--- src/rtl/manchester_tx_param_pkg.sv ---
// rtl/manchester_tx_param_pkg.sv - shared FSM states and helper functions for the Manchester serializer
//
// Purpose: FSM state encoding, the half-bit encode function and a constant
// clog2 used for port and counter widths across the serializer files.
package manchester_tx_param_pkg;

  typedef enum logic [1:0] {
    IDLE,
    LOAD,
    FIRST,
    SECOND
  } state_t;

  // Number of address bits needed for 'value' entries (0 for value <= 1).
  function automatic int clog2(input int value);
    int r;
    r = 0;
    while ((1 << r) < value) r = r + 1;
    return r;
  endfunction

  // Level of the first half-bit; the second half is always its inverse.
  function automatic logic encode(input logic data_bit, input logic ieee_mode);
    return data_bit ^ ieee_mode;
  endfunction

endpackage

--- src/rtl/manchester_tx_param_sync_fifo.sv ---
// rtl/manchester_tx_param_sync_fifo.sv - synchronous word FIFO feeding the Manchester shifter
//
// Purpose: DEPTH-entry FIFO with registered occupancy count and no fall-through
// (a written word is visible on rd_data only from the cycle after the write).
// Ports:
//   clk, rst         clock, synchronous active-high reset (empties the FIFO)
//   wr_en, wr_data   push request and word (ignored when full)
//   rd_en, rd_data   pop request (ignored when empty) and current head word
//   full, empty      derived from the registered count
//   count            words currently stored
module sync_fifo
  import manchester_tx_param_pkg::*;
#(
  parameter int DATA_W = 8,
  parameter int DEPTH  = 4
) (
  input  logic                     clk,
  input  logic                     rst,
  input  logic                     wr_en,
  input  logic [DATA_W-1:0]        wr_data,
  input  logic                     rd_en,
  output logic [DATA_W-1:0]        rd_data,
  output logic                     full,
  output logic                     empty,
  output logic [clog2(DEPTH):0]    count
);

  localparam int AW = clog2(DEPTH);
  localparam logic [AW:0] FULL_COUNT = (AW + 1)'(DEPTH);

  logic [DATA_W-1:0] mem [DEPTH];
  logic [AW-1:0]     wr_ptr;
  logic [AW-1:0]     rd_ptr;
  logic              do_wr;
  logic              do_rd;

  assign full    = (count == FULL_COUNT);
  assign empty   = (count == '0);
  assign do_wr   = wr_en && !full;
  assign do_rd   = rd_en && !empty;
  assign rd_data = mem[rd_ptr];

  always_ff @(posedge clk) begin
    if (do_wr) mem[wr_ptr] <= wr_data;
  end

  always_ff @(posedge clk) begin
    if (rst) begin
      wr_ptr <= '0;
      rd_ptr <= '0;
      count  <= '0;
    end else begin
      if (do_wr) wr_ptr <= wr_ptr + 1'b1;
      if (do_rd) rd_ptr <= rd_ptr + 1'b1;
      case ({do_wr, do_rd})
        2'b10:   count <= count + 1'b1;
        2'b01:   count <= count - 1'b1;
        default: count <= count;
      endcase
    end
  end

endmodule

--- src/rtl/manchester_tx_param.sv ---
// rtl/manchester_tx_param.sv - parametrised buffered Manchester serializer
//
// Purpose: accepts DATA_W-bit words on valid/ready, buffers them in sync_fifo and
// sends each as 2*DATA_W half-bits of HALF_BIT_DIV cycles, words back-to-back.
// Ports:
//   clk, rst     clock, synchronous active-high reset (aborts the current word)
//   valid        data_in holds a word to send
//   data_in      word to serialise
//   ready        a word can be accepted this cycle (low while full or in reset)
//   serial_out   registered Manchester line output, IDLE_LEVEL when not sending
//   tx_active    high while a word's half-bits are on serial_out
//   fifo_level   words buffered, excluding the word in the shifter
module manchester_tx_param
  import manchester_tx_param_pkg::*;
#(
  parameter int DATA_W       = 8,
  parameter int HALF_BIT_DIV = 4,
  parameter int FIFO_DEPTH   = 4,
  parameter int MSB_FIRST    = 1,
  parameter int IEEE_MODE    = 1,
  parameter int IDLE_LEVEL   = 0
) (
  input  logic                        clk,
  input  logic                        rst,
  input  logic                        valid,
  input  logic [DATA_W-1:0]           data_in,
  output logic                        ready,
  output logic                        serial_out,
  output logic                        tx_active,
  output logic [clog2(FIFO_DEPTH):0]  fifo_level
);

  localparam int DW = clog2(HALF_BIT_DIV) + 1;
  localparam int BW = clog2(DATA_W) + 1;
  localparam logic [DW-1:0] DIV_LAST = DW'(HALF_BIT_DIV - 1);
  localparam logic [BW-1:0] BIT_LAST = BW'(DATA_W - 1);
  localparam logic IEEE     = (IEEE_MODE != 0);
  localparam logic IDLE_BIT = (IDLE_LEVEL != 0);

  state_t            state;
  state_t            next_state;
  logic [DW-1:0]     div_cnt;
  logic [BW-1:0]     bit_cnt;
  logic [DATA_W-1:0] shreg;
  logic [DATA_W-1:0] shreg_next;
  logic [DATA_W-1:0] fifo_rd_data;
  logic              fifo_full;
  logic              fifo_empty;
  logic              half_done;
  logic              last_bit;
  logic              pop;
  logic              shift;
  logic              finish;
  logic              next_bit;

  // ready comes from the registered count only, so a pop in the same cycle
  // never lets a word through a full FIFO.
  assign ready = !fifo_full && !rst;

  sync_fifo #(
    .DATA_W (DATA_W),
    .DEPTH  (FIFO_DEPTH)
  ) u_fifo (
    .clk     (clk),
    .rst     (rst),
    .wr_en   (valid && ready),
    .wr_data (data_in),
    .rd_en   (pop),
    .rd_data (fifo_rd_data),
    .full    (fifo_full),
    .empty   (fifo_empty),
    .count   (fifo_level)
  );

  assign half_done = (div_cnt == DIV_LAST);
  assign last_bit  = (bit_cnt == '0);

  always_ff @(posedge clk) begin
    if (rst) state <= IDLE;
    else     state <= next_state;
  end

  always_comb begin
    next_state = state;
    case (state)
      IDLE:   if (!fifo_empty) next_state = LOAD;
      LOAD:   next_state = FIRST;
      FIRST:  if (half_done) next_state = SECOND;
      SECOND: if (half_done) begin
        if (!last_bit || !fifo_empty) next_state = FIRST;
        else                          next_state = IDLE;
      end
      default: next_state = IDLE;
    endcase
  end

  // The chained pop on the last SECOND cycle is what removes the inter-word gap.
  always_comb begin
    pop    = 1'b0;
    shift  = 1'b0;
    finish = 1'b0;
    case (state)
      LOAD: pop = 1'b1;
      SECOND: if (half_done) begin
        if (!last_bit)        shift  = 1'b1;
        else if (!fifo_empty) pop    = 1'b1;
        else                  finish = 1'b1;
      end
      default: ;
    endcase
  end

  // The bit to encode is taken from the shifter's next value so serial_out
  // changes on the same edge as the state.
  always_comb begin
    shreg_next = shreg;
    if (pop)             shreg_next = fifo_rd_data;
    else if (shift)      shreg_next = (MSB_FIRST != 0) ? (shreg << 1) : (shreg >> 1);
    next_bit = (MSB_FIRST != 0) ? shreg_next[DATA_W-1] : shreg_next[0];
  end

  always_ff @(posedge clk) begin
    if (rst) begin
      div_cnt    <= '0;
      bit_cnt    <= '0;
      shreg      <= '0;
      serial_out <= IDLE_BIT;
      tx_active  <= 1'b0;
    end else begin
      shreg <= shreg_next;
      if (state == FIRST || state == SECOND) div_cnt <= half_done ? '0 : div_cnt + 1'b1;
      else                                   div_cnt <= '0;
      if (pop)        bit_cnt <= BIT_LAST;
      else if (shift) bit_cnt <= bit_cnt - 1'b1;
      if (pop || shift) begin
        serial_out <= encode(next_bit, IEEE);
        tx_active  <= 1'b1;
      end else if (finish) begin
        serial_out <= IDLE_BIT;
        tx_active  <= 1'b0;
      end else if (state == FIRST && half_done) begin
        serial_out <= ~serial_out;
      end
    end
  end

endmodule
--- config.mk ---
export PLATFORM = sky130hd
export DESIGN_NAME = manchester_tx_param
export DESIGN_NICKNAME = d
export VERILOG_FILES = /design/src/rtl/manchester_tx_param_pkg.sv /design/src/rtl/manchester_tx_param_sync_fifo.sv /design/src/rtl/manchester_tx_param.sv
export SDC_FILE = /design/constraint.sdc
export NUM_CORES = 1
export LEC_CHECK = 0
export BUFFER_PORTS_ARGS = -buffer_cell sky130_fd_sc_hd__buf_2
export CORE_UTILIZATION = 35
export CTS_CLUSTER_SIZE = 16
export DETAILED_ROUTE_END_ITERATION = 10
export PLACE_DENSITY = 0.48
export SKIP_CTS_REPAIR_TIMING = 1
export SYNTH_ARGS = -nofsm -noshare
export SYNTH_HDL_FRONTEND = slang
export SYNTH_SLANG_ARGS = --single-unit
--- constraint.sdc ---
create_clock -name clk -period 6.1 [get_ports clk]
set_clock_uncertainty 0.05 [all_clocks]
set_input_delay 1.22 -clock clk [delete_from_list [all_inputs] [get_ports clk]]
set_output_delay 1.22 -clock clk [all_outputs]
set_load 0.02 [all_outputs]
==> run summary, run 1 <==
fin cells = 308
EDFF count, synth = 32
Hold Path Class = flip-flop to flip-flop
Cell variety after synth = 42
Tot Pwr = 0.000881 W
Congestion Overflow GR = 0
Routed WL = 4.23 mm
All-Layer GR Usage = 12.4%
insertion delay to the later sink of the worst-skew pair = 0.32 ns
largest net degree at the start of global routing = 26
die area = 7610 um2
number of remaining DRC errors = 0
final net count = 227
asr flop ratio synth = 0%
Worst Path Required = 4.83 ns
#FFs+latches synth = 59
Rows = 30
count of final setup violators = 0
post-synthesis simple-gate area fraction = 10.7%
number of port buffers = 16
Main synth FF type = edfxtp_1
number of DRC markers in iteration 0 = 64
CP max stage delay = 0.39 ns
top cells by count, synth = edfxtp_1, dfxtp_1, nor2_1
Die W = 87.2 um
Yosys top cell area share = 37.8%
TritonCTS clock tree = yes
Max H-tree Level = 3
Worst setup SP type = input pin
Initial Util = 36.8%
CTS Root Cell = clkbuf_8
min cycle time layout = 3.13 ns
Final WS setup = 2.97 ns
Synth Area in Compound Gates = 8.42%
core area = 6910 um2
Antenna diodes = 0
Top cell by count, worst path = buf_2
Final period util = 51.2%
Slew Limit Fails = 0
VDD IR-drop max = 0.000183 V
crit end category = output pin
Synth area leaders = edfxtp_1, dfxtp_1, mux4_1
CP arrival = 1.86 ns
XOR/XNOR Fraction of Synth Area = 2.07%
DR vias = 1470
TNS Setup = 0 ns
Syn Area/Cell = 13.4 um2
initial antenna violation count = 0
DP HPWL = 2.93 mm
Setup WS pre-CTS = 2.89 ns
f_max = 320 MHz
kind of critical path = input pin to output pin
CTS Buf Count = 9
critical-path cell list = buf_2 -> a21oi_1 -> buf_2
Worst-path clk slew = 0.07 ns
critical path fanouts, max = 25
P_leak = 0.990 nW
post-DR wirelength/cell = 13.7 um
via count of the first global-routing pass = 1424
Critical-path top delay cell = buf_2
Post-Synthesis Cells = 189
GP Congestion = 0.730
Relative slew margins = 57.6%
clk sink count = 59
measured slew at the worst slew-check pin = 0.631 ns
Synthesized Nets = 209
post-route ant nets = 0
RSZ-0062 raised after global routing = no
top-count cell post-synth = edfxtp_1
filler instances = 674
Adder-Cell Fraction of Synth Area = 4.73%
routed vias/inst = 4.77
Pwr Density = 304 nW/um2
Ys Warns = 0
Ports = 17
max-cap violations = 0
status = completed
Syn Std Cell Area = 2540 um2
largest family of logic cells by synthesized area = multiplexers
Die H = 87.2 um
DRT Pass-1 Iters = 4
Hold Vio Cnt, Final = 0
Synth area leader = edfxtp_1
Layout area overhead = 14.2%
first-pass GRT wire length = 6.82 mm
post-synthesis sequential area ratio = 59.1%
proportion of synthesized area in mux cells = 10.9%
share of layout cells above drive strength 1 = 18.9%
placed cells = 292
worst hold slack = 0.376 ns
CTS Buffer Depth = 2
report_power, final:
group	total (W)	switching [W]	internal, W
Clock	0.000348	0.000147	0.000201
Sequential	0.000454	0.0000154	0.000439
Combinational	0.0000788	0.0000458	0.0000331
Total	0.000881	0.000209	0.000673
worst paths after layout:
path              start               to  slack (ns)  depth (start not counted)
min reg2reg  div_cnt[0]       div_cnt[0]        0.38                          1
max                 rst            ready        2.97                          3
min          div_cnt[0]       div_cnt[0]        0.38                          1
max reg2reg  div_cnt[0]  u_fifo.count[2]        3.03                         11
critical path, delay by kind of cell:
kind	cells	cell delay (ns)
buffers and inverters	2	0.57
AOI/OAI and AO/OA	1	0.06
cell usage in the layout, fill, tap and decap left out, types with 7 or more instances in the layout:
cell type and n:
edfxtp_1 32, dfxtp_1 27, nor2_1 16, buf_2 16
inv_1 14, a21oi_1 11, clkbuf_8 10, ha_1 8
mux4_1 7
per-stage QoR:
stage          utilization (%)  instance area (um2)
2_1_floorplan                -                 2540
3_5_place_dp              39.1                 2700
3_3_place_gp              39.1                 2700
6_report                  42.0                 2900
4_1_cts                   42.0                 2900
5_1_grt                   42.0                 2900
cell type report:
| cell class | instances | area [um2] | area share (%) |
|---|---|---|---|
| timing repair buffer | 17 | 87.6 | 3.02 |
| multi-input combinational | 106 | 936 | 32.3 |
| inverter | 14 | 52.6 | 1.81 |
| sequential | 59 | 1500 | 51.7 |
| clock buffer | 11 | 141 | 4.87 |
| tap | 96 | 120 | 4.14 |
| clock inverter | 5 | 62.6 | 2.16 |
layer usage:
layer	vias up	GRT usage [%]	wire length [um]
met3	6	4.27	123
met2	24	21.1	2240
met4	0	5.37	72
met5	-	0	0
li1	736	-	-
met1	704	14.1	1800
sequential cells by signal (all words and copies together) (netlist names), 2 cells and up, named ones only:
signal / cells
div_cnt: 3
u_fifo.wr_ptr: 2
state: 2
u_fifo.count: 3
bit_cnt: 4
u_fifo.rd_ptr: 2
u_fifo.mem: 32
shreg: 7
kinds of logic after synthesis:
logic type,Yosys count
DFF,59
muxes,15
and+or+nand+nor,46
xor gates and xnor gates,6
adders and majority gates,9
AOI/OAI and AO/OA,30
buffers and inverters,24
(Power assumes the default switching activity.)
==> inputs of run 2 (changes only) <==
- clock period: 6.1 -> 3.2 ns (I/O delays scaled with it)
==> run 2 against run 1 <==
Sequential power up 91%. Wire length up 3.0%. Hold slack about the same. Global-route usage increased by 0.62 points. Register-to-register slack got worse by 2.6 ns. Die area unchanged. Sequential share of layout area is essentially flat. Critical path depth is 8 higher. Largest power group unchanged.
==> run summary, run 2 (same netlist as run 1, synthesis figures left out) <==
DP HPWL = 2.92 mm
Slew Limit Fails = 0
Layout area overhead = 14.1%
GP Congestion = 0.752
Routed WL = 4.36 mm
share of layout cells above drive strength 1 = 18.8%
CP arrival = 2.94 ns
number of port buffers = 16
max FFs per register = 32
TNS Setup = 0 ns
Relative slew margins = 55.3%
Biggest register = u_fifo.mem
Worst Path Required = 3.41 ns
CTS Buf Count = 9
hold_sp = div_cnt[0]
post-route ant nets = 0
Max H-tree Level = 3
All-Layer GR Usage = 13.0%
DR vias = 1529
R2R Setup Slk = 0.47 ns
TritonCTS clock tree = yes
number of remaining DRC errors = 0
RSZ-0062 raised after global routing = no
core area = 6910 um2
post-DR wirelength/cell = 14.1 um
Worst-path clk slew = 0.06 ns
Initial Util = 36.8%
Top Registers = u_fifo.mem (32), shreg (7), bit_cnt (4)
crit end category = flip-flop
Ports = 17
max-cap violations = 0
insertion delay to the later sink of the worst-skew pair = 0.33 ns
Antenna diodes = 0
Congestion Overflow GR = 0
initial antenna violation count = 0
status = completed
Tot Pwr = 0.00167 W
via count of the first global-routing pass = 1521
worst setup path startpoint = div_cnt[0]
kind of critical path = flip-flop to flip-flop
critical path fanouts, max = 6
most frequent cells in the layout = edfxtp_1, dfxtp_1, nor2_1, buf_2, inv_1
Final period util = 85.2%
CTS Root Cell = clkbuf_8
P_leak = 0.988 nW
routed vias/inst = 4.95
count of final setup violators = 0
measured slew at the worst slew-check pin = 0.665 ns
CTS Buffer Depth = 2
final net count = 228
Die H = 87.2 um
commonest non-fill, non-tap cell in the layout = edfxtp_1
min cycle time layout = 2.73 ns
largest net degree at the start of global routing = 26
Die W = 87.2 um
clk sink count = 59
die area = 7610 um2
Worst setup SP type = flip-flop
Hold Path Class = flip-flop to flip-flop
VDD IR-drop max = 0.000350 V
reg2reg start = div_cnt[0]
Rows = 30
DRT Pass-1 Iters = 4
first-pass GRT wire length = 7.18 mm
number of DRC markers in iteration 0 = 41
Pwr Density = 577 nW/um2
Hold Vio Cnt, Final = 0
f_max = 367 MHz
## run 2: changes by cell type in the layout (fill, tap and decap cells not counted)
cell	delta
buf_4	+1
clkbuf_8	-1
clkinv_1	+1
## run 2: cell type report
cell class / instances / area [um2]
inverters: 14 / 52.6
clock buffers: 10 / 128
multi-input cells: 106 / 936
flip-flops and latches: 59 / 1500
well taps: 96 / 120
fillers: 645 / 4010
clock inverters: 6 / 66.3
repair buffers: 18 / 95.1
## run 2: path summary, 6_finish.rpt
check                                  endpoint  cells after the start
worst max-delay path            u_fifo.count[2]                     11
worst min-delay path                 div_cnt[0]                      1
worst max register to register  u_fifo.count[2]                     11
worst min register to register       div_cnt[0]                      1
## run 2: critical path, cell delays in order (launching register included)
cell,delay (ns)
dfxtp_1,0.34
ha_1,0.15
ha_1,0.29
nand4bb_4,0.15
a211o_1,0.33
nor2_1,0.11
ha_1,0.19
inv_1,0.06
fa_1,0.38
xor2_1,0.16
or3_1,0.32
a21oi_1,0.14
## run 2: where the power goes
part           switching (W)  total (W)  internal (W)
Sequential         0.0000297   0.000866      0.000836
Clock               0.000292   0.000651      0.000359
Combinational      0.0000892   0.000154     0.0000651
Total               0.000411    0.00167       0.00126
## run 2: metrics by stage
stage          hold WS (ns)  setup slack, ns  utilization, %  instances  instance area, um2
6_report              0.376            0.472            42.0        309                2900
5_1_grt               0.410            0.289            42.0        309                2900
4_1_cts               0.378            0.479            42.0        309                2900
3_5_place_dp          0.369            0.491            39.2        293                2710
3_3_place_gp          0.354            0.572            39.2        293                2710
2_1_floorplan         0.347            0.470               -        189                2540
## run 2: routing by layer
| layer | track usage (%) | part of all wire, % | vias up |
|---|---|---|---|
| met5 | 0 | 0 | - |
| met4 | 6.26 | 1.7 | 0 |
| met3 | 4.55 | 3.3 | 9 |
| met2 | 21.8 | 48 | 28 |
| met1 | 14.9 | 46 | 758 |
| li1 | - | - | 734 |
==> inputs of run 3 (changes only) <==
- GPL_TIMING_DRIVEN: unset -> 0
==> run 3 against run 2 <==
Power grew 2.7%. Flip-flop and latch count did not move. Cell area is 1.9% higher. Non-clock buffer count rose by 7. Hold slack got worse by 0.0025 ns. Count of clock-buffer cells in the layout is 1 lower. Combinational power rose by 6%. Clock power up 6.9%.
==> run summary, run 3 (same netlist as run 1, synthesis figures left out) <==
Top cell by count, worst path = ha_1
Die W = 87.2 um
P_leak = 1.02 nW
Worst-path clk slew = 0.07 ns
most frequent cells in the layout = edfxtp_1, dfxtp_1, buf_2
clock power share = 40.6%
first-pass GRT wire length = 7.45 mm
Worst Path Required = 3.41 ns
CTS Root Cell = clkbuf_8
post-route ant nets = 0
count of final setup violators = 0
die area = 7610 um2
Hold Path Class = flip-flop to flip-flop
critical-path cell list = ha_1 -> ha_4 -> nand4bb_4 -> a211o_1 -> buf_2 -> nor2_1 -> ha_1 -> inv_1 -> fa_1 -> xor2_1 -> or3_1 -> a21oi_1
DR vias = 1478
f_max = 344 MHz
Hold Vio Cnt, Final = 0
max-cap violations = 0
CTS Buf Count = 9
number of port buffers = 15
area post-placement = 2740 um2
min cycle time layout = 2.90 ns
commonest non-fill, non-tap cell in the layout = edfxtp_1
cell family with most CP delay = adder cells
GP Congestion = 0.723
Top Registers = u_fifo.mem (32), shreg (7), bit_cnt (4)
Ports = 17
routed vias/inst = 4.68
largest net degree at the start of global routing = 14
kind of critical path = flip-flop to flip-flop
CTS Buffer Depth = 2
fin area = 2960 um2
final net count = 235
clk sink count = 59
crit end category = flip-flop
Worst setup SP type = flip-flop
Relative slew margins = 60.3%
All-Layer GR Usage = 13.5%
max FFs per register = 32
Biggest register = u_fifo.mem
Routed WL = 4.25 mm
number of remaining DRC errors = 0
Die H = 87.2 um
TNS Setup = 0 ns
number of DRC markers in iteration 0 = 63
Final period util = 90.7%
status = completed
Rows = 30
insertion delay to the later sink of the worst-skew pair = 0.33 ns
initial antenna violation count = 0
Layout area overhead = 16.3%
critical path fanouts, max = 9
Slew Limit Fails = 0
Max H-tree Level = 3
filler instances = 661
sw frac = 25.7%
sequential share of power = 49.9%
post-DR wirelength/cell = 13.5 um
RSZ-0062 raised after global routing = no
Pwr Density = 581 nW/um2
Antenna diodes = 0
internal cell power = 0.00128 W
Psw = 0.000441 W
DP HPWL = 2.97 mm
multi-input logic area = 948 um2
Congestion Overflow GR = 0
DRT Pass-1 Iters = 4
combinational share of power = 9.6%
CP max stage delay = 0.37 ns
TritonCTS clock tree = yes
Initial Util = 36.8%
VDD IR-drop max = 0.000275 V
Critical-path top delay cell = a211o_1
via count of the first global-routing pass = 1526
CP arrival = 3.11 ns
measured slew at the worst slew-check pin = 0.591 ns
share of layout cells above drive strength 1 = 20.9%
core area = 6910 um2
area occupied by registers = 1500 um2
worst path bufs/invs = 2
==> run 3: power by group through the flow <==
stage | combinational (W) | sequential, W | clock, W
final | 0.000164 | 0.000856 | 0.000696
after detailed placement | 0.000166 | 0.000873 | 0
after CTS | 0.000167 | 0.000856 | 0.000724
after global placement | 0.000161 | 0.000871 | 0
after global routing | 0.000187 | 0.000861 | 0.000761
after floorplan | 0.000117 | 0.000875 | 0
==> run 3: cell type report <==
type,count,area share (%)
buffer,10,1.74
sequential,59,50.8
inverter,14,1.78
timing repair buffer,15,2.54
tap,96,4.06
multi-input combinational,106,32.1
clock buffer,9,4.19
clock inverter,7,2.79
==> run 3: layer usage <==
| metal | share of wire [%] | vias to the layer above | GRT usage [%] |
|---|---|---|---|
| met5 | 0 | - | 0 |
| met4 | 2.1 | 0 | 7.60 |
| met3 | 2.7 | 8 | 3.70 |
| met2 | 49 | 18 | 21.5 |
| met1 | 46 | 704 | 16.6 |
| li1 | - | 748 | - |
==> run 3: metrics by stage <==
step | util [%] | hold slack (ns) | instances | power [W] | worst slack [ns]
after floorplan | - | 0.347 | 189 | 0.000991 | 0.470
after global placement | 39.6 | 0.354 | 300 | 0.00103 | 0.263
after detailed placement | 39.6 | 0.369 | 300 | 0.00104 | 0.185
after CTS | 42.6 | 0.380 | 316 | 0.00175 | 0.170
after global routing | 42.8 | 0.402 | 316 | 0.00181 | 0.0665
final | 42.8 | 0.374 | 316 | 0.00172 | 0.297
==> run 3: worst paths after layout <==
check / startpoint / endpoint / slack [ns] / cells past startpoint
worst max-delay path: div_cnt[0] / u_fifo.count[2] / 0.30 / 12
worst min-delay path: div_cnt[0] / div_cnt[0] / 0.37 / 1
worst max register to register: div_cnt[0] / u_fifo.count[2] / 0.30 / 12
worst min register to register: div_cnt[0] / div_cnt[0] / 0.37 / 1
